### config.mk
export PLATFORM = sky130hd
export DESIGN_NAME = softplus_exp_stream_ctrl
export DESIGN_NICKNAME = d
export VERILOG_FILES = /design/src/rtl/softplus_exp_stream_ctrl.sv
export SDC_FILE = /design/constraint.sdc
export NUM_CORES = 1
export LEC_CHECK = 0
export ABC_AREA = 1
export BUFFER_PORTS_ARGS = -buffer_cell sky130_fd_sc_hd__buf_2
export CAP_MARGIN = 20
export CORE_AREA = 3 3 281 283
export DETAILED_ROUTE_END_ITERATION = 10
export DIE_AREA = 0 0 284 286
export GPL_TIMING_DRIVEN = 0
export SYNTH_ARGS = -nofsm -noshare
export SYNTH_HDL_FRONTEND = slang
export SYNTH_SLANG_ARGS = --single-unit
export TNS_END_PERCENT = 1
### constraint.sdc
create_clock -name clk -period 9.15 [get_ports clk]
set_input_delay 0.4575 -clock clk [delete_from_list [all_inputs] [get_ports clk]]
set_output_delay 0.4575 -clock clk [all_outputs]
set_load 0.02 [all_outputs]
### src/rtl/softplus_exp_stream_ctrl.sv
// Ready/valid wrapper around the fixed-latency FP16 softplus/exp engine: credit-gated issue,
// exp/softplus realignment and an in-order FWFT result FIFO. Optional counters: SPX_PERF_CNT_EN.
module softplus_exp_stream_ctrl #(
   parameter int DW         = 16,
   parameter int EXP_LAT    = 13,
   parameter int SP_LAT     = 16,
   parameter int FIFO_DEPTH = 32
) (
   input  logic          clk,
   input  logic          rstn,
   input  logic          s_valid,
   output logic          s_ready,
   input  logic          s_mode,
   input  logic [DW-1:0] s_data,
   output logic          eng_valid_o,
   output logic          eng_mode_o,
   output logic [DW-1:0] eng_x_o,
   input  logic [DW-1:0] eng_y_s_i,
   input  logic          eng_valid_s_i,
   input  logic [DW-1:0] eng_y_e_i,
   input  logic          eng_valid_e_i,
   output logic          m_valid,
   input  logic          m_ready,
   output logic [DW-1:0] m_data,
   output logic          m_mode,
   output logic          busy_o,
   output logic          err_o,
   output logic [31:0]   perf_issue_o,
   output logic [31:0]   perf_stall_o
);

   localparam int AW = $clog2(FIFO_DEPTH);
   localparam int CW = AW + 1;
   localparam int AL = SP_LAT - EXP_LAT;
   localparam logic [CW-1:0] CRED_MAX = CW'(FIFO_DEPTH);

   logic          accept;
   logic [CW-1:0] credits_reg, credits_next;
   logic [CW+1:0] cred_sum;

   assign accept = s_valid & s_ready;

   always_ff @(posedge clk or negedge rstn) begin
      if (!rstn) begin
         eng_valid_o <= 1'b0;
         eng_mode_o  <= 1'b0;
         eng_x_o     <= '0;
      end else begin
         eng_valid_o <= accept;
         if (accept) begin
            eng_mode_o <= s_mode;
            eng_x_o    <= s_data;
         end
      end
   end

   // Tracker stage k holds the op issued k+1 cycles ago.
   logic [SP_LAT-1:0] trk_v_reg, trk_m_reg;

   always_ff @(posedge clk or negedge rstn) begin
      if (!rstn) begin
         trk_v_reg <= '0;
         trk_m_reg <= '0;
      end else begin
         trk_v_reg[0] <= eng_valid_o;
         trk_m_reg[0] <= eng_mode_o;
         for (int i = 1; i < SP_LAT; i++) begin
            trk_v_reg[i] <= trk_v_reg[i-1];
            trk_m_reg[i] <= trk_m_reg[i-1];
         end
      end
   end

   logic exp_e, exp_s, good_e, good_s, miss_e, miss_s, mism_e, mism_s;

   assign exp_e  = trk_v_reg[EXP_LAT-1] & ~trk_m_reg[EXP_LAT-1];
   assign exp_s  = trk_v_reg[SP_LAT-1]  &  trk_m_reg[SP_LAT-1];
   assign good_e = eng_valid_e_i & exp_e;
   assign good_s = eng_valid_s_i & exp_s;
   assign miss_e = exp_e & ~eng_valid_e_i;
   assign miss_s = exp_s & ~eng_valid_s_i;
   assign mism_e = eng_valid_e_i ^ exp_e;
   assign mism_s = eng_valid_s_i ^ exp_s;

   logic          al_v;
   logic [DW-1:0] al_y;

   generate
      if (AL == 0) begin : g_no_align
         assign al_v = good_e;
         assign al_y = eng_y_e_i;
      end else begin : g_align
         logic [AL-1:0] v_reg;
         logic [DW-1:0] y_reg [AL];

         always_ff @(posedge clk or negedge rstn) begin
            if (!rstn) begin
               v_reg <= '0;
               for (int i = 0; i < AL; i++) y_reg[i] <= '0;
            end else begin
               v_reg[0] <= good_e;
               y_reg[0] <= eng_y_e_i;
               for (int i = 1; i < AL; i++) begin
                  v_reg[i] <= v_reg[i-1];
                  y_reg[i] <= y_reg[i-1];
               end
            end
         end

         assign al_v = v_reg[AL-1];
         assign al_y = y_reg[AL-1];
      end
   endgenerate

   logic          push, collide, push_mode;
   logic [DW-1:0] push_data;

   assign collide   = al_v & good_s;
   assign push      = al_v | good_s;
   assign push_mode = good_s;
   assign push_data = good_s ? eng_y_s_i : al_y;

   // Result FIFO, first-word-fall-through; pointers carry one wrap bit.
   logic [AW:0] wr_ptr_reg, rd_ptr_reg;
   logic [DW:0] mem [FIFO_DEPTH];
   logic [DW:0] head;
   logic        empty, full, pop, push_ok, overflow;

   assign empty    = (wr_ptr_reg == rd_ptr_reg);
   assign full     = (wr_ptr_reg[AW] != rd_ptr_reg[AW]) &&
                     (wr_ptr_reg[AW-1:0] == rd_ptr_reg[AW-1:0]);
   assign head     = mem[rd_ptr_reg[AW-1:0]];
   assign m_valid  = ~empty;
   assign m_data   = empty ? '0 : head[DW-1:0];
   assign m_mode   = ~empty & head[DW];
   assign pop      = m_valid & m_ready;
   assign push_ok  = push & (~full | pop);
   assign overflow = push & full & ~pop;

   always_ff @(posedge clk) begin
      if (push_ok) mem[wr_ptr_reg[AW-1:0]] <= {push_mode, push_data};
   end

   always_ff @(posedge clk or negedge rstn) begin
      if (!rstn) begin
         wr_ptr_reg <= '0;
         rd_ptr_reg <= '0;
      end else begin
         if (push_ok) wr_ptr_reg <= wr_ptr_reg + 1'b1;
         if (pop)     rd_ptr_reg <= rd_ptr_reg + 1'b1;
      end
   end

   // Missing results and collisions give their slot back so credits never leak.
   always_comb begin
      cred_sum = {2'b00, credits_reg} + (CW+2)'(pop) + (CW+2)'(miss_e)
               + (CW+2)'(miss_s) + (CW+2)'(collide) - (CW+2)'(accept);
      credits_next = (cred_sum > (CW+2)'(FIFO_DEPTH)) ? CRED_MAX : cred_sum[CW-1:0];
   end

   always_ff @(posedge clk or negedge rstn) begin
      if (!rstn) begin
         credits_reg <= CRED_MAX;
         s_ready     <= 1'b0;
         busy_o      <= 1'b0;
         err_o       <= 1'b0;
      end else begin
         credits_reg <= credits_next;
         s_ready     <= (credits_next != '0);
         busy_o      <= (credits_next != CRED_MAX);
         err_o       <= err_o | mism_e | mism_s | collide | overflow;
      end
   end

`ifdef SPX_PERF_CNT_EN
   logic [31:0] perf_issue_reg, perf_stall_reg;

   always_ff @(posedge clk or negedge rstn) begin
      if (!rstn) begin
         perf_issue_reg <= '0;
         perf_stall_reg <= '0;
      end else begin
         if (eng_valid_o && perf_issue_reg != 32'hFFFF_FFFF)
            perf_issue_reg <= perf_issue_reg + 32'd1;
         if (s_valid && !s_ready && perf_stall_reg != 32'hFFFF_FFFF)
            perf_stall_reg <= perf_stall_reg + 32'd1;
      end
   end

   assign perf_issue_o = perf_issue_reg;
   assign perf_stall_o = perf_stall_reg;
`else
   assign perf_issue_o = '0;
   assign perf_stall_o = '0;
`endif

endmodule

==> results.md, run 1 <==
- Buf/Inv on CP: 4
- Worst Hold Depth: 3
- Vias in the first global route: 17226
- Clock transition at path regs: 0.07 ns
- Period utilization: 0.443
- Vias: 18362
- Max clock buf depth: 3
- Syn. warnings: 0
- Clk_lat worst skew: 0.62 ns
- DIE HEIGHT: 286 um
- Hold Path Sink: eng_x_o[8]$_DFFE_PN0N_
- Register area share after synthesis: 0.725
- Post-synth EDFFs: 544
- Overall routing resource usage: 0.183
- Slowest stage delay, CP: 0.61 ns
- Max-cap viol count: 0
- CTS Sinks: 666
- Final Skew: 0.0278 ns
- Worst Path Max Fanout: 10
- Chip width: 284 um
- Delay-heaviest family, CP: buffers and inverters
- Post CTS Setup Buffer Count: 0
- R2R Path End: credits_reg[3]$_DFF_PN0_
- CTS buffer count: 68
- DP Area: 0.0298 mm^2
- Final WL: 76.3 mm
- Pwr/cell area: 300 mW/mm^2
- CP max stage cell: clkbuf_1
- Worst-Margin Slew: 1.10 ns
- Detail Placement HPWL: 52.9 mm
- CTS tree: done
- Max reg flops: 544
- VDD IR max: 199 uV
- Wire per inst: 21.2 um
- Setup violations, final: 0
- Worst R2R Setup Slack: 5.11 ns
- HP Start: s_data[8]
- Core Box Area: 0.0770 mm^2
- Resized cells post-CTS: 0
- Vias per cell: 5.12
- Crit-path most repeated cell: nor2_1
- Std-Cell Rows: 102
- Starting DRT DRC Count: 1969
- GPL Wtd Cong: 0.920
- Setup_tns: 0 ns
- IO Port Bufs: 93
- Final hold viol count: 0
- WP data arrival: 3.59 ns
- Critical path class: flop to output pin
- Number of synthesized register bits: 666
- Rel. slew slack: 0.268
- Reg-to-reg startpoint: trk_v_reg[15]$_DFF_PN0_
- Grt total ovfl: 0
- DRC: 0
- Finished Core Util: 0.419
- Layout overhead on the synthesized area: 20.5%
- Syn Area/Cell: 12.1 um^2
- Synth Cell Area: 0.0267 mm^2
- Worst Setup Start Kind: flop
- Main synth FF type: edfxtp_1
- Ports: 158
- Worst EP required: 8.69 ns
- CTS Root Cell: clkbuf_16
- Initial Utilization: 0.348
- Worst Setup End Kind: output pin
- Power after layout: 9680 uW
- Syn Inst Count: 2204
- Worst-path cell chain: buf_4 > buf_2 > clkbuf_1 > nor2_1 > o22ai_1 > o21ai_0 > nor2_1 > nor2_1 > nor2_1 > buf_2
- Status: complete, no violations
- Detail Route Antenna Nets: 0
- Pin count of the biggest net entering global routing: 75
- # nets final: 2575
- Slew Viols, Final: 0
- Fmax: 0.247 GHz
- First-pass DRT Iterations: 6
- FF-to-FF path depth: 21
- Tmin final: 4.05 ns
- Number of library cell types mapped by synthesis: 34
- Share of cells above drive strength 1: 0.156
- N_diodes: 0
- Ys async rst share: 0.183
- H-tree depth: 3
- Die area: 0.0812 mm^2
- Leakage power: 0.0119 uW
- Hold Path Class: input port to flop
- First-pass GRT wire length: 111 mm
- RSZ-0062 raised after global routing: no
- Design Area, Final: 0.0322 mm^2
- Initial antenna violation count: 1
- Hold Buf Count CTS: 17
==> through the flow <==
step	cells	worst slack [ns]	hold WS (ns)
after detailed placement	3444	4.93	0.335
after CTS	3584	5.08	0.0216
after global placement	3400	3.45	0.332
after global routing	3589	4.77	0.0443
final	3589	5.10	0.0513
after floorplan	2267	5.63	0.162
==> power breakdown <==
part | switching [uW] | internal, uW | total (uW)
clock | 1150 | 1530 | 2680
combinational | 2540 | 949 | 3490
sequential | 55.4 | 3460 | 3510
==> cells in the mapped netlist (all sizes together) (22+ instances only) <==
master,number,area [um^2]
buf,128,862
clkbuf,65,245
dfrtp,121,3030
edfxtp,544,16300
ha,22,275
inv,58,218
nand2,317,1200
nand3,87,435
nor2,404,1520
o211ai,42,315
o21ai,288,1440
o22ai,70,438
==> area by class of cell <==
class,instances,area (um^2)
Buffer,193,1110
Clock buffer,88,1820
Clock inverter,35,302
Fill cell,7019,44700
Inverter,60,225
Multi-Input combinational cell,1348,6340
Sequential cell,666,19400
Tap cell,1040,1300
Timing Repair Buffer,159,1740
==> layout by cell type, fill, tap and decap left out, types with 13 or more instances in the layout <==
| cell | Yosys | layout |
|---|---|---|
| clkinv_1 | 2 | 14 |
| nor2_1 | 403 | 372 |
| inv_1 | 56 | 56 |
| o211ai_1 | 42 | 42 |
| ha_1 | 22 | 22 |
| buf_4 | 72 | 73 |
| clkbuf_16 | 0 | 70 |
| nand3_1 | 87 | 87 |
| clkinv_2 | 0 | 13 |
| buf_2 | 41 | 133 |
| o21ai_0 | 288 | 288 |
| nand2_1 | 314 | 314 |
| dfrtp_1 | 121 | 121 |
| edfxtp_1 | 544 | 544 |
| conb_1 | 1 | 64 |
| o22ai_1 | 70 | 70 |
| dlygate4sd3_1 | 0 | 17 |
| buf_16 | 0 | 30 |
| buf_8 | 0 | 17 |
| nor2_2 | 1 | 32 |
| clkbuf_1 | 64 | 82 |
==> worst min-delay path, delay by kind of cell <==
| kind | cells | cell delay (ns) |
|---|---|---|
| AND/OR/NAND/NOR | 2 | 0.08 |
| buffers and inverters | 1 | 0.07 |
==> cell families after synthesis <==
logic type / synth area share
other: 0.000140
DFF: 0.725
and+or+nand+nor: 0.123
AOI/OAI and AO/OA: 0.0863
xor gates and xnor gates: 0.00426
adders and majority gates: 0.0118
buffers and inverters: 0.0498
==> layer usage <==
layer,share of wire,vias to the layer above,track usage
met5,0,-,0
met4,0.038,0,0.0655
met3,0.099,163,0.0388
met2,0.46,1031,0.292
met1,0.40,8952,0.247
li1,-,8216,-
==> worst max path at each step <==
stage                                          end  cells past startpoint                       from
after global placement       mem[15][10]$_DFFE_PP_                      8              eng_valid_s_i
after CTS                 credits_reg[3]$_DFF_PN0_                     21    trk_v_reg[15]$_DFF_PN0_
after floorplan           credits_reg[3]$_DFF_PN0_                     19          s_ready$_DFF_PN0_
final                                    m_data[8]                     10  rd_ptr_reg[0]$_DFFE_PN0P_
after detailed placement  credits_reg[2]$_DFF_PN0_                     21                    s_valid
after global routing      credits_reg[3]$_DFF_PN0_                     20          s_ready$_DFF_PN0_
Power figures use the tool's default switching activity.
==> run 2: changes to the inputs <==
ABC_AREA = 0   (was 1)
CORE_AREA = 3 3 276 278   (was 3 3 281 283)
DIE_AREA = 0 0 279 281   (was 0 0 284 286)
clock period = 4.2 ns   (was 9.15 ns; I/O delays follow)
==> run 2 against run 1 <==
  * Power is 110% higher
  * Critical path type is now flop to flop
  * Utilization down 0.26 points
  * Setup slack got worse by 4.9 ns
  * Sequential cell count unchanged
  * Largest power group unchanged
  * Routed wire length fell by 19%
==> results.md, run 2 <==
- Status: complete, no violations
- Placed cell count: 2434
- Worst R2R Setup Slack: 0.17 ns
- Post CTS Setup Buffer Count: 0
- Leakage power: 0.0108 uW
- Detail Placement HPWL: 41.5 mm
- Chip width: 279 um
- GPL Wtd Cong: 0.842
- Slew Viols, Final: 0
- Overall routing resource usage: 0.158
- Number of library cell types mapped by synthesis: 54
- Buf/Inv on CP: 4
- Cell taking the most area after synthesis: edfxtp_1
- Most common cell in the netlist: edfxtp_1
- Mux share of post-synthesis cell area: 0.147
- Layout overhead on the synthesized area: 19.8%
- Share of cells above drive strength 1: 0.345
- Wire per inst: 23.8 um
- Fmax: 0.248 GHz
- Core Box Area: 0.0742 mm^2
- Vias in the first global route: 13221
- H-tree depth: 3
- Max-cap viol count: 0
- Synth Area in XOR/XNOR: 0.00747
- Initial Utilization: 0.348
- Register area share after synthesis: 0.752
- Worst EP required: 4.67 ns
- Main synth FF type: edfxtp_1
- Worst-Margin Slew: 1.05 ns
- Pre-CTS WS: -0.716 ns
- Syn. warnings: 0
- Simple-gate share of the synthesized area: 0.0220
- First-pass DRT Iterations: 5
- Post-synth top area share: 0.633
- Ranking of synthesized cells by area: edfxtp_1, dfrtp_1, mux4_2, mux2_2, buf_4
- Final WL: 61.6 mm
- IO Port Bufs: 93
- Clk_lat worst skew: 0.60 ns
- Pwr/cell area: 647 mW/mm^2
- Area share of fa/ha/maj cells after synthesis: 0.0126
- Period utilization: 0.960
- Initial antenna violation count: 3
- CTS tree: done
- Slowest stage delay, CP: 0.57 ns
- Worst Setup End Kind: flop
- Std-Cell Rows: 100
- Most common cell after layout, fill and taps aside: edfxtp_1
- Crit-path most repeated cell: inv_1
- Critical path class: flop to flop
- First-pass GRT wire length: 89.9 mm
- Syn Inst Count: 1275
- WP data arrival: 4.50 ns
- DIE HEIGHT: 281 um
- Detail Route Antenna Nets: 0
- Min Hold Slack: 0.0467 ns
- Vias per cell: 4.97
- # nets final: 1647
- Worst-path cell chain: nand2_2 > buf_2 > inv_1 > ha_1 > inv_1 > xnor2_1 > ha_1 > fa_1 > inv_1 > fa_1 > nand2b_1 > a21oi_2 > a311oi_2 > or4_1
- Final hold viol count: 0
- Fillers: 6494
- VDD IR max: 353 uV
- Commonest cells post-synth: edfxtp_1, dfrtp_1, mux4_2
- Synth Cell Area: 0.0258 mm^2
- CTS Sinks: 666
- Design Area, Final: 0.0309 mm^2
- Min setup slack post-route: 0.169 ns
- Syn Area/Cell: 20.2 um^2
- CP max stage cell: or4_1
- Worst Setup Start Kind: flop
- Power after layout: 20000 uW
- Number of synthesized register bits: 666
- Max reg flops: 544
- Worst Path Max Fanout: 10
- Final Skew: 0.0264 ns
- DRC: 0
- Clock transition at path regs: 0.06 ns
- Compound-Gate Fraction of Synth Area: 0.0248
- Setup violations, final: 0
- Starting DRT DRC Count: 1030
- Largest family of logic cells by synthesized area: multiplexers
- Hold Path Class: input port to flop
- Ports: 158
- Rel. slew slack: 0.300
- Max clock buf depth: 3
- Vias: 12875
- Most frequent cells in the layout: edfxtp_1, dfrtp_1, mux4_2, buf_2, clkbuf_16
- Die area: 0.0784 mm^2
- Post-synth EDFFs: 544
- Pin count of the biggest net entering global routing: 86
- CTS Root Cell: clkbuf_16
- Ys async rst share: 0.183
- DP Area: 0.0283 mm^2
- Fin cells: 2590
- CTS buffer count: 67
- Delay-heaviest family, CP: adder cells
- Tmin final: 4.03 ns
- Grt total ovfl: 0
run 2: cell types whose count changed after synthesis, moves of 37 or more:
cell / before / now
o21ai_0: 288 / 3
inv_1: 56 / 19
o22ai_1: 70 / 22
mux4_2: 0 / 119
nor2_1: 403 / 44
mux2_2: 0 / 68
clkbuf_1: 64 / 20
nand2_1: 314 / 14
nand3_1: 87 / 2
o211ai_1: 42 / 0
run 2: stage by stage:
stage / utilization / setup TNS (ns)
2_1_floorplan: - / 0
3_3_place_gp: 0.373 / -478.14
3_5_place_dp: 0.382 / -5.39
4_1_cts: 0.416 / 0
5_1_grt: 0.416 / -0.0538
6_report: 0.416 / 0
run 2: where the power goes:
part           internal (uW)  total, uW  leakage, uW  switching, uW
combinational           2530       6460      0.00342           3920
clock                   3390       5830      0.00105           2430
sequential              7560       7680      0.00634            121
run 2: what timing repair did:
item                                   4_1_cts  5_1_grt
pin swaps                                    0        1
setup endpoints to repair                    8        8
hold buffers                                35        0
endpoints found under the hold margin      156        0
resized for setup                            7        6
run 2: logic make-up (layout without fill, tap and decap cells):
family / count (synthesis) / count (layout)
DFF: 666 / 666
adders and majority gates: 25 / 25
and+or+nand+nor: 115 / 115
muxes: 222 / 222
AOI/OAI and AO/OA: 83 / 83
xor gates and xnor gates: 22 / 22
other: 1 / 66
buffers and inverters: 141 / 422
run 2: cell type report:
cell class | instances | area, um^2 | share of cell area
flip-flops and latches | 666 | 19400 | 0.628
multi-input cells | 531 | 5880 | 0.191
clock buffers | 91 | 1870 | 0.0607
repair buffers | 162 | 1370 | 0.0444
well taps | 969 | 1210 | 0.0393
plain buffers | 121 | 800 | 0.0259
clock inverters | 29 | 277 | 0.00895
inverters | 19 | 71.3 | 0.00231
diodes | 2 | 5.00 | 0.000162
run 2: worst min-delay path: stages:
cell and delay [ns]:
buf_2 0.16, nand2_2 0.16, xnor2_1 0.08
run 2: worst paths after layout:
kind	start	end	cells after the start
max	s_ready$_DFF_PN0_	s_ready$_DFF_PN0_	14
min	m_ready	rd_ptr_reg[0]$_DFFE_PN0P_	3
max reg2reg	s_ready$_DFF_PN0_	s_ready$_DFF_PN0_	14
min reg2reg	trk_m_reg[13]$_DFF_PN0_	trk_m_reg[14]$_DFF_PN0_	0
max in group asynchronous	rstn	wr_ptr_reg[4]$_DFFE_PN0P_	3
min in group asynchronous	rstn	eng_x_o[2]$_DFFE_PN0N_	2
run 2: layer usage:
metal	wire, um	global-route usage	part of all wire
met4	2030	0.0637	0.033
met3	3370	0.0294	0.055
met5	8	0	0.00013
met1	24500	0.201	0.40
met2	31600	0.269	0.51
